## src/rtl/game_stacker_param_if.sv

```systemverilog
// Player-facing bus of the stacker engine: button/select inputs and the
// display, score and status outputs shared with the game fabric.
interface game_stacker_param_if #(
  parameter int unsigned COLS = 8,
  parameter int unsigned ROWS = 8
);
  logic [2:0]           buttons;
  logic [15:0]          userid;
  logic [1:0]           gamestate;
  logic                 game_eog;
  logic [7:0]           timer_reconfig_fb;
  logic [COLS*ROWS-1:0] game_display;
  logic [31:0]          game_data;

  modport master (
    output buttons, userid, gamestate,
    input  game_eog, timer_reconfig_fb, game_display, game_data
  );

  modport slave (
    input  buttons, userid, gamestate,
    output game_eog, timer_reconfig_fb, game_display, game_data
  );
endinterface

```

## src/rtl/game_stacker_param.sv

```systemverilog
// Parametrised stacker game: a block sweeps across the current row, the player
// drops it, and only columns overlapping the row below survive.
module game_stacker_param #(
  parameter int unsigned COLS        = 8,
  parameter int unsigned ROWS        = 8,
  parameter int unsigned INIT_LEN    = 3,
  parameter logic [1:0]  PLAY_CODE   = 2'd1,
  parameter int unsigned PERIOD_INIT = 16,
  parameter int unsigned PERIOD_STEP = 2,
  parameter int unsigned PERIOD_MIN  = 4,
  parameter int unsigned WIN_BONUS   = 10
) (
  input  logic clk,
  input  logic rst,
  game_stacker_param_if.slave bus
);
  localparam int unsigned RW = $clog2(ROWS);
  localparam int unsigned LW = $clog2(COLS + 1);
  localparam int unsigned PW = $clog2(COLS);
  localparam int unsigned TW = 16;

  typedef enum logic [2:0] {S_IDLE, S_INIT, S_MOVE, S_DROP, S_END} state_e;

  state_e                     state_q, state_d;
  logic [ROWS-1:0][COLS-1:0]  rows_q, rows_d;
  logic [15:0]                score_q, score_d;
  logic [7:0]                 level_q, level_d;
  logic [TW-1:0]              period_q, period_d;
  logic [TW-1:0]              cnt_q, cnt_d;
  logic [RW-1:0]              cur_row_q, cur_row_d;
  logic [LW-1:0]              cur_len_q, cur_len_d;
  logic [PW-1:0]              pos_q, pos_d;
  logic                       dir_up_q, dir_up_d;
  logic                       eog_q, eog_d;
  logic [2:0]                 btn_q;

  logic                       drop_edge_c, restart_edge_c, playing_c;
  logic [31:0]                ones_c;
  logic [COLS-1:0]            block_c, kept_c;
  logic [ROWS-1:0][COLS-1:0]  disp_c;
  logic                       unused_btn_c;

  function automatic logic [LW-1:0] popcnt(input logic [COLS-1:0] v);
    logic [LW-1:0] n;
    n = '0;
    for (int i = 0; i < int'(COLS); i++) n = n + LW'(v[i]);
    return n;
  endfunction

  function automatic logic [15:0] sat_add(input logic [15:0] a, input logic [15:0] b);
    logic [16:0] s;
    s = {1'b0, a} + {1'b0, b};
    return s[16] ? 16'hFFFF : s[15:0];
  endfunction

  // Step period for a level, floored at PERIOD_MIN without unsigned wrap.
  function automatic logic [TW-1:0] period_for(input logic [7:0] lvl);
    int unsigned red;
    red = 32'(lvl) * PERIOD_STEP;
    if (red >= PERIOD_INIT || (PERIOD_INIT - red) < PERIOD_MIN) return TW'(PERIOD_MIN);
    return TW'(PERIOD_INIT - red);
  endfunction

  assign drop_edge_c    = bus.buttons[0] & ~btn_q[0];
  assign restart_edge_c = bus.buttons[1] & ~btn_q[1];
  assign playing_c      = (bus.gamestate == PLAY_CODE);
  assign unused_btn_c   = btn_q[2];

  assign ones_c  = (32'd1 << cur_len_q) - 32'd1;
  assign block_c = COLS'(ones_c << pos_q);
  assign kept_c  = (cur_row_q == '0) ? block_c
                                     : (block_c & rows_q[RW'(cur_row_q - RW'(1))]);

  // Moving block is overlaid only while it is live.
  always_comb begin
    disp_c = rows_q;
    if (state_q == S_MOVE) disp_c[cur_row_q] = rows_q[cur_row_q] | block_c;
  end

  assign bus.game_display      = disp_c;
  assign bus.game_data         = {bus.userid, score_q};
  assign bus.game_eog          = eog_q;
  assign bus.timer_reconfig_fb = level_q;

  always_ff @(posedge clk) begin
    if (rst) begin
      state_q   <= S_IDLE;
      rows_q    <= '0;
      score_q   <= '0;
      level_q   <= '0;
      period_q  <= TW'(PERIOD_INIT);
      cnt_q     <= '0;
      cur_row_q <= '0;
      cur_len_q <= LW'(INIT_LEN);
      pos_q     <= '0;
      dir_up_q  <= 1'b1;
      eog_q     <= 1'b0;
      btn_q     <= '0;
    end else begin
      state_q   <= state_d;
      rows_q    <= rows_d;
      score_q   <= score_d;
      level_q   <= level_d;
      period_q  <= period_d;
      cnt_q     <= cnt_d;
      cur_row_q <= cur_row_d;
      cur_len_q <= cur_len_d;
      pos_q     <= pos_d;
      dir_up_q  <= dir_up_d;
      eog_q     <= eog_d;
      btn_q     <= bus.buttons;
    end
  end

  always_comb begin
    state_d   = state_q;
    rows_d    = rows_q;
    score_d   = score_q;
    level_d   = level_q;
    period_d  = period_q;
    cnt_d     = cnt_q;
    cur_row_d = cur_row_q;
    cur_len_d = cur_len_q;
    pos_d     = pos_q;
    dir_up_d  = dir_up_q;
    eog_d     = eog_q;

    unique case (state_q)
      S_IDLE: begin
        eog_d = 1'b0;
        if (playing_c) state_d = S_INIT;
      end
      S_INIT: begin
        rows_d    = '0;
        score_d   = '0;
        level_d   = '0;
        period_d  = TW'(PERIOD_INIT);
        cur_row_d = '0;
        cur_len_d = LW'(INIT_LEN);
        pos_d     = '0;
        dir_up_d  = 1'b1;
        cnt_d     = '0;
        eog_d     = 1'b0;
        state_d   = S_MOVE;
      end
      S_MOVE: begin
        if (!playing_c) begin
          eog_d   = 1'b0;
          state_d = S_IDLE;
        end else if (drop_edge_c) begin
          state_d = S_DROP;
        end else if (cnt_q == period_q - TW'(1)) begin
          cnt_d = '0;
          // A full-width block has nowhere to go.
          if (32'(cur_len_q) != COLS) begin
            if (dir_up_q) begin
              if (32'(pos_q) == COLS - 32'(cur_len_q)) begin
                dir_up_d = 1'b0;
                pos_d    = pos_q - PW'(1);
              end else begin
                pos_d = pos_q + PW'(1);
              end
            end else if (pos_q == '0) begin
              dir_up_d = 1'b1;
              pos_d    = pos_q + PW'(1);
            end else begin
              pos_d = pos_q - PW'(1);
            end
          end
        end else begin
          cnt_d = cnt_q + TW'(1);
        end
      end
      S_DROP: begin
        if (!playing_c) begin
          eog_d   = 1'b0;
          state_d = S_IDLE;
        end else if (kept_c == '0) begin
          eog_d   = 1'b1;
          state_d = S_END;
        end else begin
          rows_d[cur_row_q] = kept_c;
          score_d = sat_add(score_q, 16'(popcnt(kept_c)));
          if (32'(cur_row_q) == ROWS - 1) begin
            score_d = sat_add(sat_add(score_q, 16'(popcnt(kept_c))), 16'(WIN_BONUS));
            eog_d   = 1'b1;
            state_d = S_END;
          end else begin
            cur_row_d = cur_row_q + RW'(1);
            cur_len_d = popcnt(kept_c);
            pos_d     = '0;
            dir_up_d  = 1'b1;
            cnt_d     = '0;
            level_d   = (level_q == 8'hFF) ? level_q : level_q + 8'd1;
            period_d  = period_for(level_d);
            state_d   = S_MOVE;
          end
        end
      end
      S_END: begin
        eog_d = 1'b1;
        if (!playing_c) begin
          eog_d   = 1'b0;
          state_d = S_IDLE;
        end else if (restart_edge_c) begin
          state_d = S_INIT;
        end
      end
      default: state_d = S_IDLE;
    endcase
  end
endmodule
```

## src/flat_wrapper.sv

```systemverilog
// flat-port wrapper written by rule: the top's interface ports become plain ports
module game_stacker_param_flat 
#(
  parameter int unsigned COLS        = 8,
  parameter int unsigned ROWS        = 8,
  parameter int unsigned INIT_LEN    = 3,
  parameter logic [1:0]  PLAY_CODE   = 2'd1,
  parameter int unsigned PERIOD_INIT = 16,
  parameter int unsigned PERIOD_STEP = 2,
  parameter int unsigned PERIOD_MIN  = 4,
  parameter int unsigned WIN_BONUS   = 10
)
  (clk, rst, bus_buttons, bus_userid, bus_gamestate, bus_game_eog, bus_timer_reconfig_fb, bus_game_display, bus_game_data);
  game_stacker_param_if #(.COLS(COLS), .ROWS(ROWS)) bus_i ();
  input  logic clk;
  input  logic rst;
  input wire logic [$bits(bus_i.buttons)-1:0] bus_buttons;
  input wire logic [$bits(bus_i.userid)-1:0] bus_userid;
  input wire logic [$bits(bus_i.gamestate)-1:0] bus_gamestate;
  output wire logic [$bits(bus_i.game_eog)-1:0] bus_game_eog;
  output wire logic [$bits(bus_i.timer_reconfig_fb)-1:0] bus_timer_reconfig_fb;
  output wire logic [$bits(bus_i.game_display)-1:0] bus_game_display;
  output wire logic [$bits(bus_i.game_data)-1:0] bus_game_data;
  assign bus_i.buttons = bus_buttons;
  assign bus_i.userid = bus_userid;
  assign bus_i.gamestate = bus_gamestate;
  assign bus_game_eog = bus_i.game_eog;
  assign bus_timer_reconfig_fb = bus_i.timer_reconfig_fb;
  assign bus_game_display = bus_i.game_display;
  assign bus_game_data = bus_i.game_data;
  game_stacker_param #(.COLS(COLS), .ROWS(ROWS), .INIT_LEN(INIT_LEN), .PLAY_CODE(PLAY_CODE), .PERIOD_INIT(PERIOD_INIT), .PERIOD_STEP(PERIOD_STEP), .PERIOD_MIN(PERIOD_MIN), .WIN_BONUS(WIN_BONUS)) u_core (.clk(clk), .rst(rst), .bus(bus_i));
endmodule
```

## config.mk

```make
export PLATFORM = sky130hd
export DESIGN_NAME = game_stacker_param_flat
export DESIGN_NICKNAME = d
export VERILOG_FILES = /design/src/rtl/game_stacker_param_if.sv /design/src/rtl/game_stacker_param.sv /design/src/flat_wrapper.sv
export SDC_FILE = /design/constraint.sdc
export NUM_CORES = 1
export LEC_CHECK = 0
export ABC_CLOCK_PERIOD_IN_PS = 15650
export CAP_MARGIN = 30
export CORE_MARGIN = 5
export CORE_UTILIZATION = 41
export DETAILED_ROUTE_END_ITERATION = 16
export GPL_TIMING_DRIVEN = 0
export PLACE_DENSITY = 0.59
export SKIP_CTS_REPAIR_TIMING = 1
export SLEW_MARGIN = 25
export SYNTH_ARGS = -nofsm -noshare
export SYNTH_HDL_FRONTEND = slang
export SYNTH_SLANG_ARGS = --single-unit
```

## constraint.sdc

```tcl
create_clock -name clk -period 15.65 [get_ports clk]
set_input_delay 2.3475 -clock clk [delete_from_list [all_inputs] [get_ports clk]]
set_output_delay 2.3475 -clock clk [all_outputs]
set_load 0.005 [all_outputs]
```

==> results.md, run 1 <==
* # rows at 56
* Die Span Y at 164 um
* Core footprint at 0.0235 mm2
* Fillcell total at 2282
* Per-cell routed wire length at 21.9 um
* Worst path slowest cell: buf_1
* Clk_lat worst skew at 440 ps
* Die Wd at 164 um
* Post-layout min period at 9650 ps
* Final Max Tran Viols at 0
* Die area at 0.0270 mm2
* FF+latch count, synth at 130
* Worst path required time at 16000 ps
* Synth Area per Inst at 8.09 um2
* Initial antenna violation count at 0
* Initial DRC count at 954
* Ant diodes at 0
* Power Density at 65.6 mW/mm2
* Maximum VDD drop at 0.0000699 V
* Max Cap Viol at 0
* Routability cong. at 0.976
* Slew of the pin with the lowest slew margin at 949 ps
* Final TNS setup at 0 ps
* CTS clk-pin slew, worst paths at 60 ps
* CTS H-tree depth at 4
* Clock buffer depth at 2
* CTS tree: yes
* CTS buffer count at 17
* Top Usage Layer GRT: met2
* Top_reg_cell synth: dfxtp_1
* CTS Root Cell: clkbuf_16
* Routed WL at 36600 um
* CP delay by family, top: adder cells
* Area growth, synth to finish at 21.9%
* Pin count of the biggest net entering global routing at 17
* CP Depth at 33
* Post-Syn Nets at 1262
* Synth area leaders: dfxtp_1, a21oi_1, mux4_2, nand2_1, nor2_1
* Worst Setup EP: u_core.score_q[11]$_SDFFE_PP0P_
* Leakage power at 0.00431 uW
* Total Routing Usage GR at 27.2%
* First-pass GRT wire length at 56900 um
* Largest area contributor in the netlist: dfxtp_1
* Drt first pass iters at 6
* Crit path kind: reg2reg
* Share of cells above drive strength 1 at 10.6%
* RSZ-0062 raised after global routing: no
* Outcome: completed
* IO Pins at 128
* Routed via count at 10.3k
* Max Clock Skew at 15.4 ps
* Reg2reg end: u_core.score_q[11]$_SDFFE_PP0P_
* Met3 Track Usage GR at 3.89%
* Total power draw at 781 uW
* Post-DRT Antenna Nets at 0
* Mapped Cells at 1207
* Vias in the first global route at 9605
* Synth Warn # at 0
* WP buf/inv at 11
* Fmax at 104 MHz
* Slew headroom at 36.3%
* Worst-path maximum fanout at 11
* R2R depth at 33
* Endpoint class of the critical path: flip-flop
* Seq/Total Area, Yosys at 26.7%
* Vias per Instance at 6.14
* Asr flop ratio synth at 0%
* Setup violators final at 0
* Final worst path period share at 61.7%
* DRC at 0
* Initial Util at 41.6%
* GRT met2 Usage at 41.8%
* Final hold vios at 0
* Sink Count at 130
* Critical Path AT at 10010 ps
* Number of buffers added on ports at 110
* Commonest non-fill, non-tap cell in the layout: dfxtp_1
* R2R Path Start: u_core.cur_row_q[0]$_SDFFE_PP0P_
* Worst stage delay on the critical path at 580 ps
* Commonest non-fill, non-tap cells in the layout: dfxtp_1, nand2_1, clkdlybuf4s50_1
* Post-synth EDFFs at 0
* Area share of the largest cell type after synthesis at 26.7%
* Total gr overflow at 0
* Type of the tightest min-delay check: reg2reg
* Met1 Track Usage GR at 38.7%
* Critical Path Start Type: flip-flop
* CP dominant cell by count: fa_1
* CP Launch Point: u_core.cur_row_q[0]$_SDFFE_PP0P_
* Worst reg-to-reg setup slack at 6000 ps
* Mapped Area at 0.00976 mm2
* DP HPWL at 28000 um
* Yosys cell types at 86
* Layout net count at 1395
## report_power, final
group | switching (uW) | internal, uW | leakage [uW] | total, uW
registers | 0.518 | 331 | 0.00105 | 332
clock network | 179 | 228 | 0.000279 | 407
logic | 26.2 | 16.7 | 0.00298 | 42.9
total | 205 | 576 | 0.00431 | 781
## metrics by stage
step	instances	util (%)	setup WS [ps]	hold WS (ps)	area (um2)
2_1_floorplan	1207	-	7570	458	9760
3_3_place_gp	1636	48.0	5180	485	11300
3_5_place_dp	1639	48.2	6310	493	11300
4_1_cts	1671	50.7	6240	504	11900
5_1_grt	1672	50.7	5320	516	11900
6_report	1672	50.7	6000	501	11900
## metal layers
| metal | wire [um] | share of wire [%] |
|---|---|---|
| met3 | 2890 | 7.9 |
| met2 | 16100 | 44 |
| met4 | 1170 | 3.2 |
| met1 | 16400 | 45 |
| met5 | 0 | 0 |
## synth_stat cells (all sizes together), types with 16 or more instances
cell type and instances:
and3 24, ha 27, nor2b 16, nand2 126, nor3 30, inv 30, nand3 40, buf 40
a21oi 106, a31oi 22, mux2i 25, xnor2 18, clkbuf 52, mux2 16, mux4 21, o21ai 77
a22o 42, nor2 103, dfxtp 130, and2 18
## worst min-delay path by stage
stage,from,to,slack [ps],depth (start not counted)
after detailed placement,u_core.period_q[8]$_SDFFE_PP0P_,u_core.period_q[8]$_SDFFE_PP0P_,490,1
after global placement,u_core.period_q[2]$_SDFFE_PP0P_,u_core.period_q[2]$_SDFFE_PP0P_,480,2
after floorplan,u_core.rows_q[41]$_SDFFE_PP0P_,u_core.rows_q[41]$_SDFFE_PP0P_,460,2
after CTS,u_core.period_q[8]$_SDFFE_PP0P_,u_core.period_q[8]$_SDFFE_PP0P_,500,1
final,u_core.period_q[8]$_SDFFE_PP0P_,u_core.period_q[8]$_SDFFE_PP0P_,500,1
after global routing,u_core.score_q[0]$_SDFFE_PP0P_,u_core.score_q[0]$_SDFFE_PP0P_,520,2
## cells by family (layout without fill, tap and decap cells)
group           Yosys count  in the layout  share of synthesized area, %
mux                      62             62                          9.25
compound gates          397            397                          28.8
flops                   130            130                          26.7
fa+ha+maj                32             32                          4.48
buf+inv                 125            271                          5.92
xor+xnor                 32             32                          2.87
simple gates            429            429                          22.1
## flip-flops by register name, indices dropped and copies added, names as in the netlist
register / cells
u_core.btn_q: 2
u_core.bus.game_eog: 1
u_core.bus.timer_reconfig_fb: 8
u_core.cnt_q: 16
u_core.cur_len_q: 4
u_core.cur_row_q: 3
u_core.dir_up_q: 1
u_core.period_q: 9
u_core.pos_q: 3
u_core.rows_q: 64
u_core.score_q: 16
u_core.state_q: 3
## final cells by class
cell class | instances | area, um2 | share of cell area (%)
buffer | 92 | 454 | 3.81
clock buffer | 18 | 439 | 3.69
clock inverter | 14 | 141 | 1.19
inverter | 33 | 124 | 1.04
multi-input combinational | 952 | 6620 | 55.6
sequential | 130 | 2600 | 21.9
tap | 319 | 399 | 3.35
timing repair buffer | 114 | 1130 | 9.48
Note: power is estimated with default switching activity, not from simulation.
==> run 2: changes to the inputs <==
- ABC_CLOCK_PERIOD_IN_PS: 15650 -> 8500
- PLACE_DENSITY: 0.59 -> 0.62
- clock period: 15.65 -> 8.5 ns (I/O delays scaled with it)
==> run 2 against run 1 <==
Net effect: cell count is the same; flip-flop and latch count is the same; register-to-register slack lost 5500 ps; maximum frequency grew 20%; core utilization grew 0.26 points; wire length shrank 1.2%; sequential share of layout area shrank 0.10 points; non-clock buffer count is the same; power grew 84%; global-route usage shrank 0.81 points; via count shrank 1.0%; combinational power grew 83%; critical path type unchanged; largest cell class unchanged.
==> results.md, run 2 (synthesis gave the netlist of run 1 again) <==
* Routability cong. at 0.971 (was 0.976)
* Die area at 0.0270 mm2 (unchanged)
* Worst-path maximum fanout at 10 (was 11)
* Ant diodes at 0 (unchanged)
* Final core occ at 51.0% (was 50.7%)
* Share of cells above drive strength 1 at 11.8% (was 10.6%)
* Commonest non-fill, non-tap cells in the layout: dfxtp_1, nand2_1, clkdlybuf4s50_1 (unchanged)
* Leakage power at 0.00433 uW (was 0.00431 uW)
* Largest regs: u_core.rows_q: 64 flops, u_core.cnt_q: 16 flops, u_core.score_q: 16 flops (unchanged)
* Fmax at 124 MHz (was 104 MHz)
* Sink Count at 130 (unchanged)
* Slew headroom at 35.8% (was 36.3%)
* Critical Path Start Type: flip-flop (unchanged)
* Die Span Y at 164 um (unchanged)
* CP dominant cell by count: fa_1 (unchanged)
* Max Clock Skew at 12.8 ps (was 15.4 ps)
* Outcome: completed (unchanged)
* Initial antenna violation count at 0 (unchanged)
* Worst stage delay on the critical path at 500 ps (was 580 ps)
* Initial Util at 41.6% (unchanged)
* Endpoint class of the critical path: flip-flop (unchanged)
* Worst path slowest cell: fa_1 (was buf_1)
* Die Wd at 164 um (unchanged)
* Setup violators final at 0 (unchanged)
* CTS Root Cell: clkbuf_16 (unchanged)
* First-pass GRT wire length at 55200 um (was 56900 um)
* Worst path required time at 8850 ps (was 16000 ps)
* Post-layout min period at 8040 ps (was 9650 ps)
* Pin count of the biggest net entering global routing at 17 (unchanged)
* Maximum VDD drop at 0.000133 V (was 0.0000699 V)
* DP HPWL at 27700 um (was 28000 um)
* RSZ-0062 raised after global routing: no (unchanged)
* Commonest non-fill, non-tap cell in the layout: dfxtp_1 (unchanged)
* CTS tree: yes (unchanged)
* Vias per Instance at 6.07 (was 6.14)
* Fillcell total at 2290 (was 2282)
* Initial DRC count at 1100 (was 954)
* Crit path kind: reg2reg (unchanged)
* Power Density at 120 mW/mm2 (was 65.6 mW/mm2)
* Final Max Tran Viols at 0 (unchanged)
* Routed WL at 36100 um (was 36600 um)
* Type of the tightest min-delay check: reg2reg (unchanged)
* Per-cell routed wire length at 21.6 um (was 21.9 um)
* DRC at 0 (unchanged)
* Post-DRT Antenna Nets at 0 (unchanged)
* Max Cap Viol at 0 (unchanged)
* Largest register FFs at 64 (unchanged)
* Final TNS setup at 0 ps (unchanged)
* Number of buffers added on ports at 110 (unchanged)
* Routed via count at 10.2k (was 10.3k)
* Area growth, synth to finish at 22.6% (was 21.9%)
* Critical Path AT at 8400 ps (was 10010 ps)
* Clk_lat worst skew at 440 ps (about the same)
* Final hold vios at 0 (unchanged)
* Slew of the pin with the lowest slew margin at 948 ps (was 949 ps)
* Layout net count at 1395 (unchanged)
* Total gr overflow at 0 (unchanged)
* Vias in the first global route at 9416 (was 9605)
* IO Pins at 128 (unchanged)
* CTS buffer count at 17 (unchanged)
* Final worst path period share at 94.6% (was 61.7%)
* CTS H-tree depth at 4 (unchanged)
* Clock buffer depth at 2 (unchanged)
* Drt first pass iters at 5 (was 6)
* Total Routing Usage GR at 26.4% (was 27.2%)
* CTS clk-pin slew, worst paths at 70 ps (was 60 ps)
* Top reg by flops: u_core.rows_q (unchanged)
* Core footprint at 0.0235 mm2 (unchanged)
* # rows at 56 (unchanged)
run 2: layer usage:
metal  routed length, um  global-route usage [%]
met5                   0                       0
met4                1060                    9.76
met3                2640                    4.62
met2               16300                    40.8
met1               16200                    36.8
run 2: through the flow:
stage / hold slack, ps / instances / area (um2) / setup WS [ps] / power [uW]
after floorplan: 458 / 1207 / 9760 / 415 / 671
after CTS: 504 / 1671 / 11900 / -1020 / 1430
after detailed placement: 494 / 1639 / 11300 / -985 / 702
after global placement: 489 / 1636 / 11300 / -1800 / 701
final: 502 / 1672 / 12000 / 456 / 1430
after global routing: 521 / 1672 / 12000 / 15.1 / 1470
run 2: critical path, delay by kind of cell (launching register included):
kind                     cells  cell delay [ps]
adder cells (fa/ha/maj)      9             3270
AO/OA/AOI/OAI                9             1730
AND/OR/NAND/NOR              7             1370
buffers and inverters        8             1210
flip-flops                   1              360
run 2: final cells by class:
class	count	area (um2)	area share [%]
Buffer	89	458	3.83
Clock buffer	17	425	3.55
Clock inverter	15	159	1.33
Inverter	33	128	1.07
Multi-Input combinational cell	952	6650	55.6
Sequential cell	130	2600	21.8
Tap cell	319	399	3.34
Timing Repair Buffer	117	1140	9.56
run 2: where the power goes:
part | internal (uW) | switching (uW) | total, uW | leakage (uW)
Combinational | 30.7 | 47.9 | 78.6 | 0.00300
Sequential | 610 | 0.999 | 611 | 0.00105
Clock | 394 | 351 | 745 | 0.000282
Total | 1030 | 400 | 1430 | 0.00433
run 2: path summary, 6_finish.rpt:
kind	start	end	cells after the start	slack (ps)
min	u_core.period_q[8]$_SDFFE_PP0P_	u_core.period_q[8]$_SDFFE_PP0P_	1	500
max reg2reg	u_core.cur_len_q[0]$_SDFFE_PP1P_	u_core.score_q[11]$_SDFFE_PP0P_	33	460
max	u_core.cur_len_q[0]$_SDFFE_PP1P_	u_core.score_q[11]$_SDFFE_PP0P_	33	460
min reg2reg	u_core.period_q[8]$_SDFFE_PP0P_	u_core.period_q[8]$_SDFFE_PP0P_	1	500
==> run 3: changes to the inputs <==
- CORE_MARGIN: 5 -> unset
==> run 3 against run 2 <==
Net effect: maximum frequency decreased by 0.45%; core utilization is 0.27 points higher; cell count grew 0.30%; critical path depth shrank 3; flip-flop and latch count did not move; critical path type unchanged; largest cell class unchanged; highest routed layer unchanged.
==> results.md, run 3 (synthesis gave the netlist of run 1 again) <==
* Core footprint at 0.0234 mm2 (was 0.0235 mm2)
* Routed WL at 35100 um (was 36100 um)
* Final worst path period share at 95.1% (was 94.6%)
* Largest register FFs at 64 (unchanged)
* Critical Path Start Type: flip-flop (unchanged)
* CTS tree: yes (unchanged)
* Routed via count at 10.4k (was 10.2k)
* Worst stage delay on the critical path at 490 ps (was 500 ps)
* Power Density at 119 mW/mm2 (was 120 mW/mm2)
* Gate power share at 5.5% (about the same)
* CTS Root Cell: clkbuf_16 (unchanged)
* Final TNS setup at 0 ps (unchanged)
* Total gr overflow at 0 (unchanged)
* Max Cap Viol at 0 (unchanged)
* Post-layout min period at 8080 ps (was 8040 ps)
* Dpl cell area at 0.0113 mm2 (about the same)
* Vias in the first global route at 9447 (was 9416)
* Worst-path maximum fanout at 10 (unchanged)
* Initial DRC count at 1004 (was 1100)
* Final worst slack at 420 ps (was 456 ps)
* CTS buffer count at 17 (unchanged)
* DP HPWL at 27000 um (was 27700 um)
* First-pass GRT wire length at 54400 um (was 55200 um)
* Die Span Y at 156 um (was 164 um)
* CTS H-tree depth at 4 (unchanged)
* Number of buffers added on ports at 110 (unchanged)
* Setup violators final at 0 (unchanged)
* Clock share of power at 51.6% (was 51.9%)
* Share of cells above drive strength 1 at 11.9% (was 11.8%)
* Pre-CTS setup slack at -1060 ps (was -985 ps)
* # rows at 56 (unchanged)
* R2R depth at 30 (was 33)
* Worst path required time at 8850 ps (about the same)
* Worst path slowest cell: fa_1 (unchanged)
* Commonest non-fill, non-tap cells in the layout: dfxtp_1, nand2_1, clkdlybuf4s50_1 (unchanged)
* Sink Count at 130 (unchanged)
* Largest regs: u_core.rows_q: 64 flops, u_core.cnt_q: 16 flops, u_core.score_q: 16 flops (unchanged)
* Outcome: completed (unchanged)
* Type of the tightest min-delay check: reg2reg (unchanged)
* Fillcell total at 2297 (was 2290)
* Critical Path AT at 8430 ps (was 8400 ps)
* Per-cell routed wire length at 20.9 um (was 21.6 um)
* Int Power at 1060 uW (was 1030 uW)
* Slew headroom at 35.6% (was 35.8%)
* Clock buffer depth at 2 (unchanged)
* Sequential Power Share at 42.9% (was 42.6%)
* Commonest non-fill, non-tap cell in the layout: dfxtp_1 (unchanged)
* WL met3 at 3180 um (was 2640 um)
* Pin count of the biggest net entering global routing at 17 (unchanged)
* Slew of the pin with the lowest slew margin at 959 ps (was 948 ps)
* Final Max Tran Viols at 0 (unchanged)
* Area growth, synth to finish at 22.8% (was 22.6%)
* Clk_lat worst skew at 440 ps (about the same)
* Wl on met1 at 15000 um (was 16200 um)
* Psw at 362 uW (was 400 uW)
* Leakage power at 0.00434 uW (was 0.00433 uW)
* Multi-input logic area at 0.00664 mm2 (was 0.00665 mm2)
* Inst Count DP at 1641 (was 1639)
* Total Routing Usage GR at 29.1% (was 26.4%)
* Post-DRT Antenna Nets at 0 (unchanged)
* Ant diodes at 0 (unchanged)
* RSZ-0062 raised after global routing: no (unchanged)
* Post-route cell area at 0.0120 mm2 (about the same)
* Fmax at 124 MHz (about the same)
* Initial Util at 41.7% (was 41.6%)
* Max Clock Skew at 10.3 ps (was 12.8 ps)
* Post-route insts no fill at 1677 (was 1672)
* Routability cong. at 0.983 (was 0.971)
* CP dominant cell by count: fa_1 (unchanged)
* Final hold vios at 0 (unchanged)
* Layout net count at 1401 (was 1395)
* Switching share of power at 25.4% (was 27.9%)
* CTS clk-pin slew, worst paths at 60 ps (was 70 ps)
* IO Pins at 128 (unchanged)
* Crit path kind: reg2reg (unchanged)
* Register Area at 0.00260 mm2 (unchanged)
* Vias per Instance at 6.18 (was 6.07)
* Initial antenna violation count at 0 (unchanged)
* Top routing layer used: met4 (unchanged)
* Endpoint class of the critical path: flip-flop (unchanged)
* Die Wd at 156 um (was 164 um)
* WL met2 at 15900 um (was 16300 um)
* Top reg by flops: u_core.rows_q (unchanged)
* Worst hold path depth at 1 (unchanged)
* Worst hold slack at 502 ps (about the same)
* DRC at 0 (unchanged)
* Drt first pass iters at 6 (was 5)
* Die area at 0.0244 mm2 (was 0.0270 mm2)
* Maximum VDD drop at 0.000118 V (was 0.000133 V)
run 3: routing by layer:
metal | vias to the layer above | GRT usage [%]
li1 | 4803 | -
met1 | 4937 | 39.4
met2 | 523 | 45.3
met3 | 97 | 5.65
met4 | 0 | 11.2
met5 | - | 0
run 3: power by group through the flow:
stage	Combinational, uW	Sequential, uW	Clock (uW)
floorplan	45.9	625	0
global placement	75.6	625	0
detailed placement	76.8	625	0
CTS	77.0	611	740
global route	84.5	611	769
finish	78.6	611	735
run 3: cell type report:
cell class,instances,area share [%]
Timing Repair Buffer,123,9.93
Clock buffer,19,3.78
Inverter,33,1.06
Clock inverter,12,1.03
Buffer,89,3.79
Sequential cell,130,21.7
Tap cell,319,3.33
Multi-Input combinational cell,952,55.4
run 3: path summary, 6_finish.rpt:
path / slack (ps) / to / start
max: 420 / u_core.score_q[9]$_SDFFE_PP0P_ / u_core.cur_row_q[1]$_SDFFE_PP0P_
min: 500 / u_core.period_q[8]$_SDFFE_PP0P_ / u_core.period_q[8]$_SDFFE_PP0P_
max reg2reg: 420 / u_core.score_q[9]$_SDFFE_PP0P_ / u_core.cur_row_q[1]$_SDFFE_PP0P_
min reg2reg: 500 / u_core.period_q[8]$_SDFFE_PP0P_ / u_core.period_q[8]$_SDFFE_PP0P_
run 3: through the flow:
| step | total power [uW] | util [%] |
|---|---|---|
| finish | 1430 | 51.3 |
| global route | 1460 | 51.3 |
| CTS | 1430 | 50.8 |
| detailed placement | 702 | 48.3 |
| global placement | 701 | 48.1 |
| floorplan | 671 | - |
run 3: worst max-delay path: cells and delay by family, from the launching register on:
family,cells,cell delay [ps]
fa+ha+maj,8,3190
buf+inv,9,1540
compound gates,6,1290
simple gates,6,1240
flops,1,360
mux,1,360
